$ cat src/rtl/multicycle_ctrl.sv
// Moore control FSM for a shared-ALU multicycle datapath: decodes opcode/funct and
// sequences mux selects and write strobes one step per clock, stalling on mem_ready.
module multicycle_ctrl #(
    parameter logic [5:0] OP_RTYPE = 6'h00,
    parameter logic [5:0] OP_LW    = 6'h23,
    parameter logic [5:0] OP_SW    = 6'h2B,
    parameter logic [5:0] OP_BEQ   = 6'h04,
    parameter logic [5:0] OP_ADDI  = 6'h08,
    parameter logic [5:0] OP_J     = 6'h02
) (
    input  logic       clk,
    input  logic       reset,
    input  logic [5:0] opcode,
    input  logic [5:0] funct,
    input  logic       zero,
    input  logic       mem_ready,
    output logic       IorD,
    output logic       MemRead,
    output logic       MemWrite,
    output logic       IRWrite,
    output logic       RegDst,
    output logic       MemtoReg,
    output logic       RegWrite,
    output logic       ALUSrcA,
    output logic [1:0] ALUSrcB,
    output logic [2:0] ALUControl,
    output logic [1:0] PCSrc,
    output logic       PCEn,
    output logic [3:0] state_o
);

    localparam logic [3:0] S_FETCH   = 4'd0;
    localparam logic [3:0] S_DECODE  = 4'd1;
    localparam logic [3:0] S_MEMADR  = 4'd2;
    localparam logic [3:0] S_MEMRD   = 4'd3;
    localparam logic [3:0] S_MEMWB   = 4'd4;
    localparam logic [3:0] S_MEMWR   = 4'd5;
    localparam logic [3:0] S_RTYPEEX = 4'd6;
    localparam logic [3:0] S_RTYPEWB = 4'd7;
    localparam logic [3:0] S_BEQEX   = 4'd8;
    localparam logic [3:0] S_ADDIEX  = 4'd9;
    localparam logic [3:0] S_ADDIWB  = 4'd10;
    localparam logic [3:0] S_JEX     = 4'd11;

    localparam logic [2:0] ALU_ADD = 3'b010;
    localparam logic [2:0] ALU_SUB = 3'b110;
    localparam logic [2:0] ALU_AND = 3'b000;
    localparam logic [2:0] ALU_OR  = 3'b001;
    localparam logic [2:0] ALU_SLT = 3'b111;

    logic [3:0] state_q, state_d;
    logic       pc_write, branch;
    logic       mem_read_raw, mem_write_raw, ir_write_raw, reg_write_raw;

    always_ff @(posedge clk) begin
        if (reset) state_q <= S_FETCH;
        else       state_q <= state_d;
    end

    always_comb begin
        state_d = S_FETCH;
        case (state_q)
            S_FETCH:   state_d = mem_ready ? S_DECODE : S_FETCH;
            S_DECODE: begin
                if (opcode == OP_LW || opcode == OP_SW) state_d = S_MEMADR;
                else if (opcode == OP_RTYPE)            state_d = S_RTYPEEX;
                else if (opcode == OP_BEQ)              state_d = S_BEQEX;
                else if (opcode == OP_ADDI)             state_d = S_ADDIEX;
                else if (opcode == OP_J)                state_d = S_JEX;
                else                                    state_d = S_FETCH;
            end
            S_MEMADR:  state_d = (opcode == OP_SW) ? S_MEMWR : S_MEMRD;
            S_MEMRD:   state_d = mem_ready ? S_MEMWB : S_MEMRD;
            S_MEMWB:   state_d = S_FETCH;
            S_MEMWR:   state_d = mem_ready ? S_FETCH : S_MEMWR;
            S_RTYPEEX: state_d = S_RTYPEWB;
            S_RTYPEWB: state_d = S_FETCH;
            S_BEQEX:   state_d = S_FETCH;
            S_ADDIEX:  state_d = S_ADDIWB;
            S_ADDIWB:  state_d = S_FETCH;
            S_JEX:     state_d = S_FETCH;
            default:   state_d = S_FETCH;
        endcase
    end

    always_comb begin
        IorD          = 1'b0;
        RegDst        = 1'b0;
        MemtoReg      = 1'b0;
        ALUSrcA       = 1'b0;
        ALUSrcB       = 2'b00;
        ALUControl    = 3'b000;
        PCSrc         = 2'b00;
        pc_write      = 1'b0;
        branch        = 1'b0;
        mem_read_raw  = 1'b0;
        mem_write_raw = 1'b0;
        ir_write_raw  = 1'b0;
        reg_write_raw = 1'b0;
        case (state_q)
            S_FETCH: begin
                mem_read_raw = 1'b1;
                ALUSrcB      = 2'b01;
                ALUControl   = ALU_ADD;
                ir_write_raw = mem_ready;
                pc_write     = mem_ready;
            end
            S_DECODE: begin
                ALUSrcB    = 2'b11;
                ALUControl = ALU_ADD;
            end
            S_MEMADR: begin
                ALUSrcA    = 1'b1;
                ALUSrcB    = 2'b10;
                ALUControl = ALU_ADD;
            end
            S_MEMRD: begin
                IorD         = 1'b1;
                mem_read_raw = 1'b1;
            end
            S_MEMWB: begin
                MemtoReg      = 1'b1;
                reg_write_raw = 1'b1;
            end
            S_MEMWR: begin
                IorD          = 1'b1;
                mem_write_raw = 1'b1;
            end
            S_RTYPEEX: begin
                ALUSrcA = 1'b1;
                case (funct)
                    6'h20:   ALUControl = ALU_ADD;
                    6'h22:   ALUControl = ALU_SUB;
                    6'h24:   ALUControl = ALU_AND;
                    6'h25:   ALUControl = ALU_OR;
                    6'h2A:   ALUControl = ALU_SLT;
                    default: ALUControl = ALU_ADD;
                endcase
            end
            S_RTYPEWB: begin
                RegDst        = 1'b1;
                reg_write_raw = 1'b1;
            end
            S_BEQEX: begin
                ALUSrcA    = 1'b1;
                ALUControl = ALU_SUB;
                PCSrc      = 2'b01;
                branch     = 1'b1;
            end
            S_ADDIEX: begin
                ALUSrcA    = 1'b1;
                ALUSrcB    = 2'b10;
                ALUControl = ALU_ADD;
            end
            S_ADDIWB: reg_write_raw = 1'b1;
            S_JEX: begin
                PCSrc    = 2'b10;
                pc_write = 1'b1;
            end
            default: ;
        endcase
        // Strobes are masked by reset so an aborted instruction never writes anything.
        MemRead  = mem_read_raw  & ~reset;
        MemWrite = mem_write_raw & ~reset;
        IRWrite  = ir_write_raw  & ~reset;
        RegWrite = reg_write_raw & ~reset;
        PCEn     = (pc_write | (branch & zero)) & ~reset;
    end

    assign state_o = state_q;

endmodule

$ cat config.mk
export PLATFORM = sky130hd
export DESIGN_NAME = multicycle_ctrl
export DESIGN_NICKNAME = d
export VERILOG_FILES = /design/src/rtl/multicycle_ctrl.sv
export SDC_FILE = /design/constraint.sdc
export NUM_CORES = 1
export LEC_CHECK = 0
export CORE_UTILIZATION = 39
export DETAILED_ROUTE_END_ITERATION = 6
export HOLD_SLACK_MARGIN = 0.08
export MAX_ROUTING_LAYER = met4
export PLACE_DENSITY = 0.85
export SLEW_MARGIN = 20
export SYNTH_ARGS = -nofsm -noshare
export SYNTH_HDL_FRONTEND = slang
export SYNTH_SLANG_ARGS = --single-unit
$ cat constraint.sdc
create_clock -name clk -period 3.4 [get_ports clk]
set_input_delay 0.68 -clock clk [delete_from_list [all_inputs] [get_ports clk]]
set_output_delay 0.68 -clock clk [all_outputs]
set_load 0.02 [all_outputs]
==> results of run 1 <==
[cell families (layout without fill, tap and decap cells)]
| family | after synthesis | count (layout) | synth area share (%) |
|---|---|---|---|
| xor+xnor | 2 | 2 | 3.02 |
| flops | 4 | 4 | 13.8 |
| mux | 3 | 3 | 5.39 |
| simple gates | 48 | 48 | 47.6 |
| buf+inv | 8 | 40 | 6.46 |
| compound gates | 21 | 21 | 23.7 |
[worst max path at each step]
stage / startpoint / cells after the start / slack (ns) / end
after floorplan: state_o[3]$_SDFF_PP0_ / 5 / 1.07 / RegWrite
after global placement: mem_ready / 6 / 0.41 / PCEn
after detailed placement: mem_ready / 6 / 0.35 / PCEn
after CTS: mem_ready / 6 / 0.35 / PCEn
after global routing: mem_ready / 6 / 0.15 / PCEn
final: mem_ready / 6 / 0.35 / PCEn
[cells in the final DEF (no fill, tap or decap), types with 2 or more instances in the layout]
cell / instances
nand2_1: 2
clkdlybuf4s50_1: 35
nand3_1: 5
nor2_1: 10
dfxtp_1: 4
and3_1: 3
a31oi_1: 3
o21bai_1: 2
nor3b_1: 2
nor3_1: 9
a21oi_1: 5
clkbuf_4: 3
mux2i_1: 2
o21a_1: 2
nand4_1: 5
nand2b_1: 5
o21ai_1: 2
nor2b_1: 3
[per-layer routing]
| metal | vias to the layer above | share of wire (%) | global-route usage, % |
|---|---|---|---|
| li1 | 387 | - | - |
| met1 | 344 | 44 | 26.7 |
| met2 | 38 | 47 | 40.9 |
| met3 | 2 | 8.7 | 4.44 |
| met4 | 0 | 1.0 | 5.00 |
| met5 | - | 0 | - |
[area by class of cell]
cell class	count	area (µm²)
Clock buffer	3	22.5
Tap cell	15	18.8
Sequential cell	4	80.1
Multi-Input combinational cell	74	463
Fill cell	118	408
Timing Repair Buffer	35	350
Inverter	2	7.51
[where the power goes]
group	leakage, nW	switching, mW	internal, mW	total (mW)
registers	0.0325	0.00489	0.0482	0.0531
logic	0.265	0.0272	0.0337	0.0608
clock network	0.0138	0.0217	0.0396	0.0613
[worst reg2reg max path, stage by stage, from the launching register on]
cell and delay (ns):
dfxtp_1 0.72, nand2b_1 0.22, or2_1 0.30, a21o_1 0.17
a31oi_1 0.18
[metrics by stage]
step | utilization, % | instances | setup WS [ns]
floorplan | - | 86 | 1.07
global placement | 68.1 | 130 | 0.408
detailed placement | 68.1 | 130 | 0.347
CTS | 69.8 | 133 | 0.346
global route | 69.8 | 133 | 0.145
finish | 69.8 | 133 | 0.351
==> results.toml, run 1 <==
[synth]
synth_commonest_cells = "nor2_1 (10), nor3_1 (9), buf_2 (6)"
synth_top_area_share_pct = 13.8
synth_edf_count = 0
netlist_area_um2 = 581
synth_area_leaders = "dfxtp_1 (14%), nor3_1 (7.8%), nor2_1 (6.5%), nand2b_1 (5.4%), nand4_1 (5.4%)"
synth_seq_cells = 4
synth_nets = 102
synth.avg_cell_area_um2 = 6.75
synth_top_area_cell = "dfxtp_1"
ys_types = 33
syn-instance-count = 86
ys_seq_area_share_pct = 13.8
yosys_warnings = 0
ys.flop_type = "dfxtp_1"
synth.most_common_cell = "nor2_1"
async_flop_share_pct = 0

[worst_setup_path]
critical-path-slowest-cell = "clkdlybuf4s50_1"
rr_worst_depth = 4
reg2reg_slack_ns = 1.71
critPathRequiredTime_ns = 2.72
r2r-end = "state_o[1]$_SDFF_PP0_"
cp_cell_sequence = "clkdlybuf4s50_1, mux2i_1, nor3_1, a31oi_1, nor3_1, clkdlybuf4s50_1"
crit_path_end_kind = "output pin"
startpoint_type = "input pin"
path_buf_inv = 2
crit_family = "buffers and inverters"
slowest_delay_ns = 0.63
crit_arrival_ns = 2.37
reg2reg_from = "state_o[1]$_SDFF_PP0_"
crit_fanout = 8
worstSetupPathType = "input pin to output pin"

[clocking]
cts_root_buf = "clkbuf_4"
clk_latency_ns = 0.24
cts_resized = 0
cts_max_path_buffers = 2
cts_tree = "built"
clock-sinks = 4
cts_made_buffers = 3
cts.clk_slew.worst_paths_ns = 0.04
postCtsHoldBufs = 0
post_cts_buffers = 0
htree_levels = 1

[global_routing]
grt_pass1_wl_mm = 2.50
grt_start_max_net_pins = 21
antenna_found_initial = 0
groute.usage.overall_pct = 23.2
grt_pass1_vias = 593
overflow = 0

[run]
cap_viol_max_count = 0

[min_path]
hp-start = "state_o[0]$_SDFF_PP0_"
hold_path.class = "flop to flop"
min_path_cells = 2
worstHoldEndpoint = "state_o[1]$_SDFF_PP0_"

[placed_design]
portBuffers = 35
placed_cell_area_um2 = 920
gp_congestion = 0.784
dp_hpwl_mm = 1.26

[timing]
max_freq_ghz = 0.328
rsz0062_at_grt = "false"
slew_viol_final = 0
hold_viol = 0
slew-limit-headroom_pct = 57.0
setup_violations = 0
hold_slack_ns = 0.797
fin_skew_ns = 0.00209
fin_crit_ns = 3.05
period_share_pct = 89.7
fin_tns_setup_ns = 0
tightest_slew_ns = 0.644

[floorplanning]
rows = 13
start_util_pct = 43.0
core_area_mm2 = 0.00135
io-pin-count = 36
die_w_um = 40.6
die-area_mm2 = 0.00165
die_h_um = 40.6

[pwr]
powerDensity_mw_per_mm2 = 186
power_mw = 0.175
leakagePower_nw = 0.312
peakVddDrop_mv = 0.133

[finish]
layout.nets = 136
diodes = 0
drive_gt1_share_pct = 6.78
stdcell_area_um2 = 942
largest_register_ffs = 4
area_growth_syn_to_layout_pct = 62.3

[route]
wl_mm = 1.68
drtPass1Iterations = 4
drt-initial-drc-count = 12
viasPerCell = 5.80
drc = 0
wl_per_cell_um = 12.7
postRouteAntennaNets = 0
dr_total_vias = 771

[status]
status = "finished, final reports clean"
No activity file was read; power rests on OpenSTA's default activity.
==> inputs of run 2 (changes only) <==
--- a/config.mk
+++ b/config.mk
@@ -5,7 +5,11 @@
 export SDC_FILE = /design/constraint.sdc
 export NUM_CORES = 1
 export LEC_CHECK = 0
-export CORE_UTILIZATION = 39
+export CELL_PAD_IN_SITES_DETAIL_PLACEMENT = 1
+export CELL_PAD_IN_SITES_GLOBAL_PLACEMENT = 2
+export CORE_ASPECT_RATIO = 0.6
+export CORE_MARGIN = 1
+export CORE_UTILIZATION = 19
 export DETAILED_ROUTE_END_ITERATION = 6
 export HOLD_SLACK_MARGIN = 0.08
 export MAX_ROUTING_LAYER = met4
==> run 2 against run 1 <==
Final area up 7.2%. Global-route usage down 9.6 points. Cell count up 22%. Sequential power down 0.9%. First-iteration DRC count rose to 4.7 times the previous value. Non-clock buffer count up 2. Fmax down 1.0%. Die area up 100%. Via count down 0.78%. Total power up 23%. Routed wire length up 25%. Clock-buffer cell count unchanged. Largest power group unchanged.
==> results.toml, run 2 (synthesis results as in run 1) <==
[pwr]
p_comb_share_pct = 29.2
switching_share_pct = 26.8
p_sw_mw = 0.0577
peakVddDrop_mv = 0.0750
leakagePower_nw = 0.330
p_clk_share_pct = 46.4
power.internal_mw = 0.158
power_mw = 0.215
powerDensity_mw_per_mm2 = 213
power_frac_seq_pct = 24.4

[clocking]
postCtsHoldBufs = 0
cts_resized = 0
post_cts_buffers = 0
cts_made_buffers = 3
htree_levels = 1
cts_tree = "built"
cts_root_buf = "clkbuf_8"
cts_max_path_buffers = 2
cts.clk_slew.worst_paths_ns = 0.03
clk_latency_ns = 0.22
clock-sinks = 4

[route]
postRouteAntennaNets = 0
drc = 0
viasPerCell = 4.72
drtPass1Iterations = 4
drt-initial-drc-count = 56
wl_mm = 2.10
dr_total_vias = 765
wl_per_cell_um = 13.0

[floorplanning]
start_util_pct = 20.1
die-area_mm2 = 0.00329
die_w_um = 73.4
rows = 15
die_h_um = 44.8
io-pin-count = 36
core_area_mm2 = 0.00289

[timing]
fin_ws_ns = 0.320
fin_tns_setup_ns = 0
period_share_pct = 90.6
slew-limit-headroom_pct = 59.3
max_freq_ghz = 0.325
setup_violations = 0
fin_skew_ns = 0.00372
slew_viol_final = 0
fin_crit_ns = 3.08
tightest_slew_ns = 0.610
hold_slack_ns = 0.748
hold_viol = 0
rsz0062_at_grt = "false"

[finish]
area_growth_syn_to_layout_pct = 73.9
nFillCells = 370
fin_cells = 162
diodes = 0
drive_gt1_share_pct = 8.33
layout.cells.most_common = "clkdlybuf4s50_1"
largest_register_ffs = 4
layout.nets = 138
layout_common_cells = "clkdlybuf4s50_1 (35), nor2_1 (10), nor3_1 (9)"

[worst_setup_path]
crit_fanout = 8
cp_cell_sequence = "clkdlybuf4s50_1, mux2i_1, nor3_1, a31oi_1, nor3_1, clkdlybuf4s50_1"
crit_arrival_ns = 2.40
slowest_delay_ns = 0.64
crit_path_end_kind = "output pin"
critPathRequiredTime_ns = 2.72
startpoint_type = "input pin"
critical-path-slowest-cell = "clkdlybuf4s50_1"
worstSetupPathType = "input pin to output pin"

[placed_design]
portBuffers = 35
gp_congestion = 0.757
dp_slack_ns = 0.307
dp_hpwl_mm = 1.64
dp_cells = 159

[run]
cap_viol_max_count = 0

[global_routing]
grt_pass1_wl_mm = 3.33
overflow = 0
antenna_found_initial = 0
grt_pass1_vias = 723
groute.usage.overall_pct = 13.6
grt_start_max_net_pins = 20

[min_path]
hold_path.class = "flop to flop"

[status]
status = "finished, final reports clean"
[run 2: changes by cell type in the layout (fill, tap and decap cells not counted)]
| cell | delta |
|---|---|
| clkbuf_4 | -3 |
| buf_4 | +2 |
| clkbuf_8 | +3 |
[run 2: worst paths after layout]
path / cells after the start / from / end / slack, ns
min: 3 / state_o[1]$_SDFF_PP0_ / state_o[2]$_SDFF_PP0_ / 0.75
max reg2reg: 4 / state_o[0]$_SDFF_PP0_ / state_o[2]$_SDFF_PP0_ / 1.75
min reg2reg: 3 / state_o[1]$_SDFF_PP0_ / state_o[2]$_SDFF_PP0_ / 0.75
max: 6 / mem_ready / PCEn / 0.32
[run 2: cell type report]
cell class	count	area [µm²]	share of cell area (%)
sequential	4	80.1	7.93
multi-input combinational	74	463	45.8
clock buffer	3	41.3	4.09
timing repair buffer	37	365	36.2
tap	42	52.6	5.20
inverter	2	7.51	0.743
[run 2: metal layers]
metal  global-route usage, %  wire length [µm]  up-vias
met5                       -                 0        -
met4                    5.77                26        0
met3                   0.670                46        3
met2                    19.1               873       17
met1                    20.2              1160      356
li1                        -                 -      389
[run 2: power groups by stage]
stage | Clock (mW) | Sequential, mW | Combinational [mW]
final | 0.0999 | 0.0526 | 0.0629
after global routing | 0.106 | 0.0529 | 0.0676
after detailed placement | 0 | 0.0531 | 0.0631
after CTS | 0.102 | 0.0525 | 0.0633
after global placement | 0 | 0.0529 | 0.0623
after floorplan | 0 | 0.0515 | 0.0266
[run 2: critical path: cells and delay by family]
| family | cells | cell delay (ns) |
|---|---|---|
| and+or+nand+nor | 2 | 0.32 |
| muxes | 1 | 0.10 |
| AOI/OAI and AO/OA | 1 | 0.06 |
| buffers and inverters | 2 | 1.23 |
[run 2: metrics by stage]
stage          utilization [%]  instance area (µm²)
3_3_place_gp              33.5                  968
5_1_grt                   34.9                 1010
2_1_floorplan                -                  581
6_report                  34.9                 1010
3_5_place_dp              33.5                  968
4_1_cts                   34.9                 1010
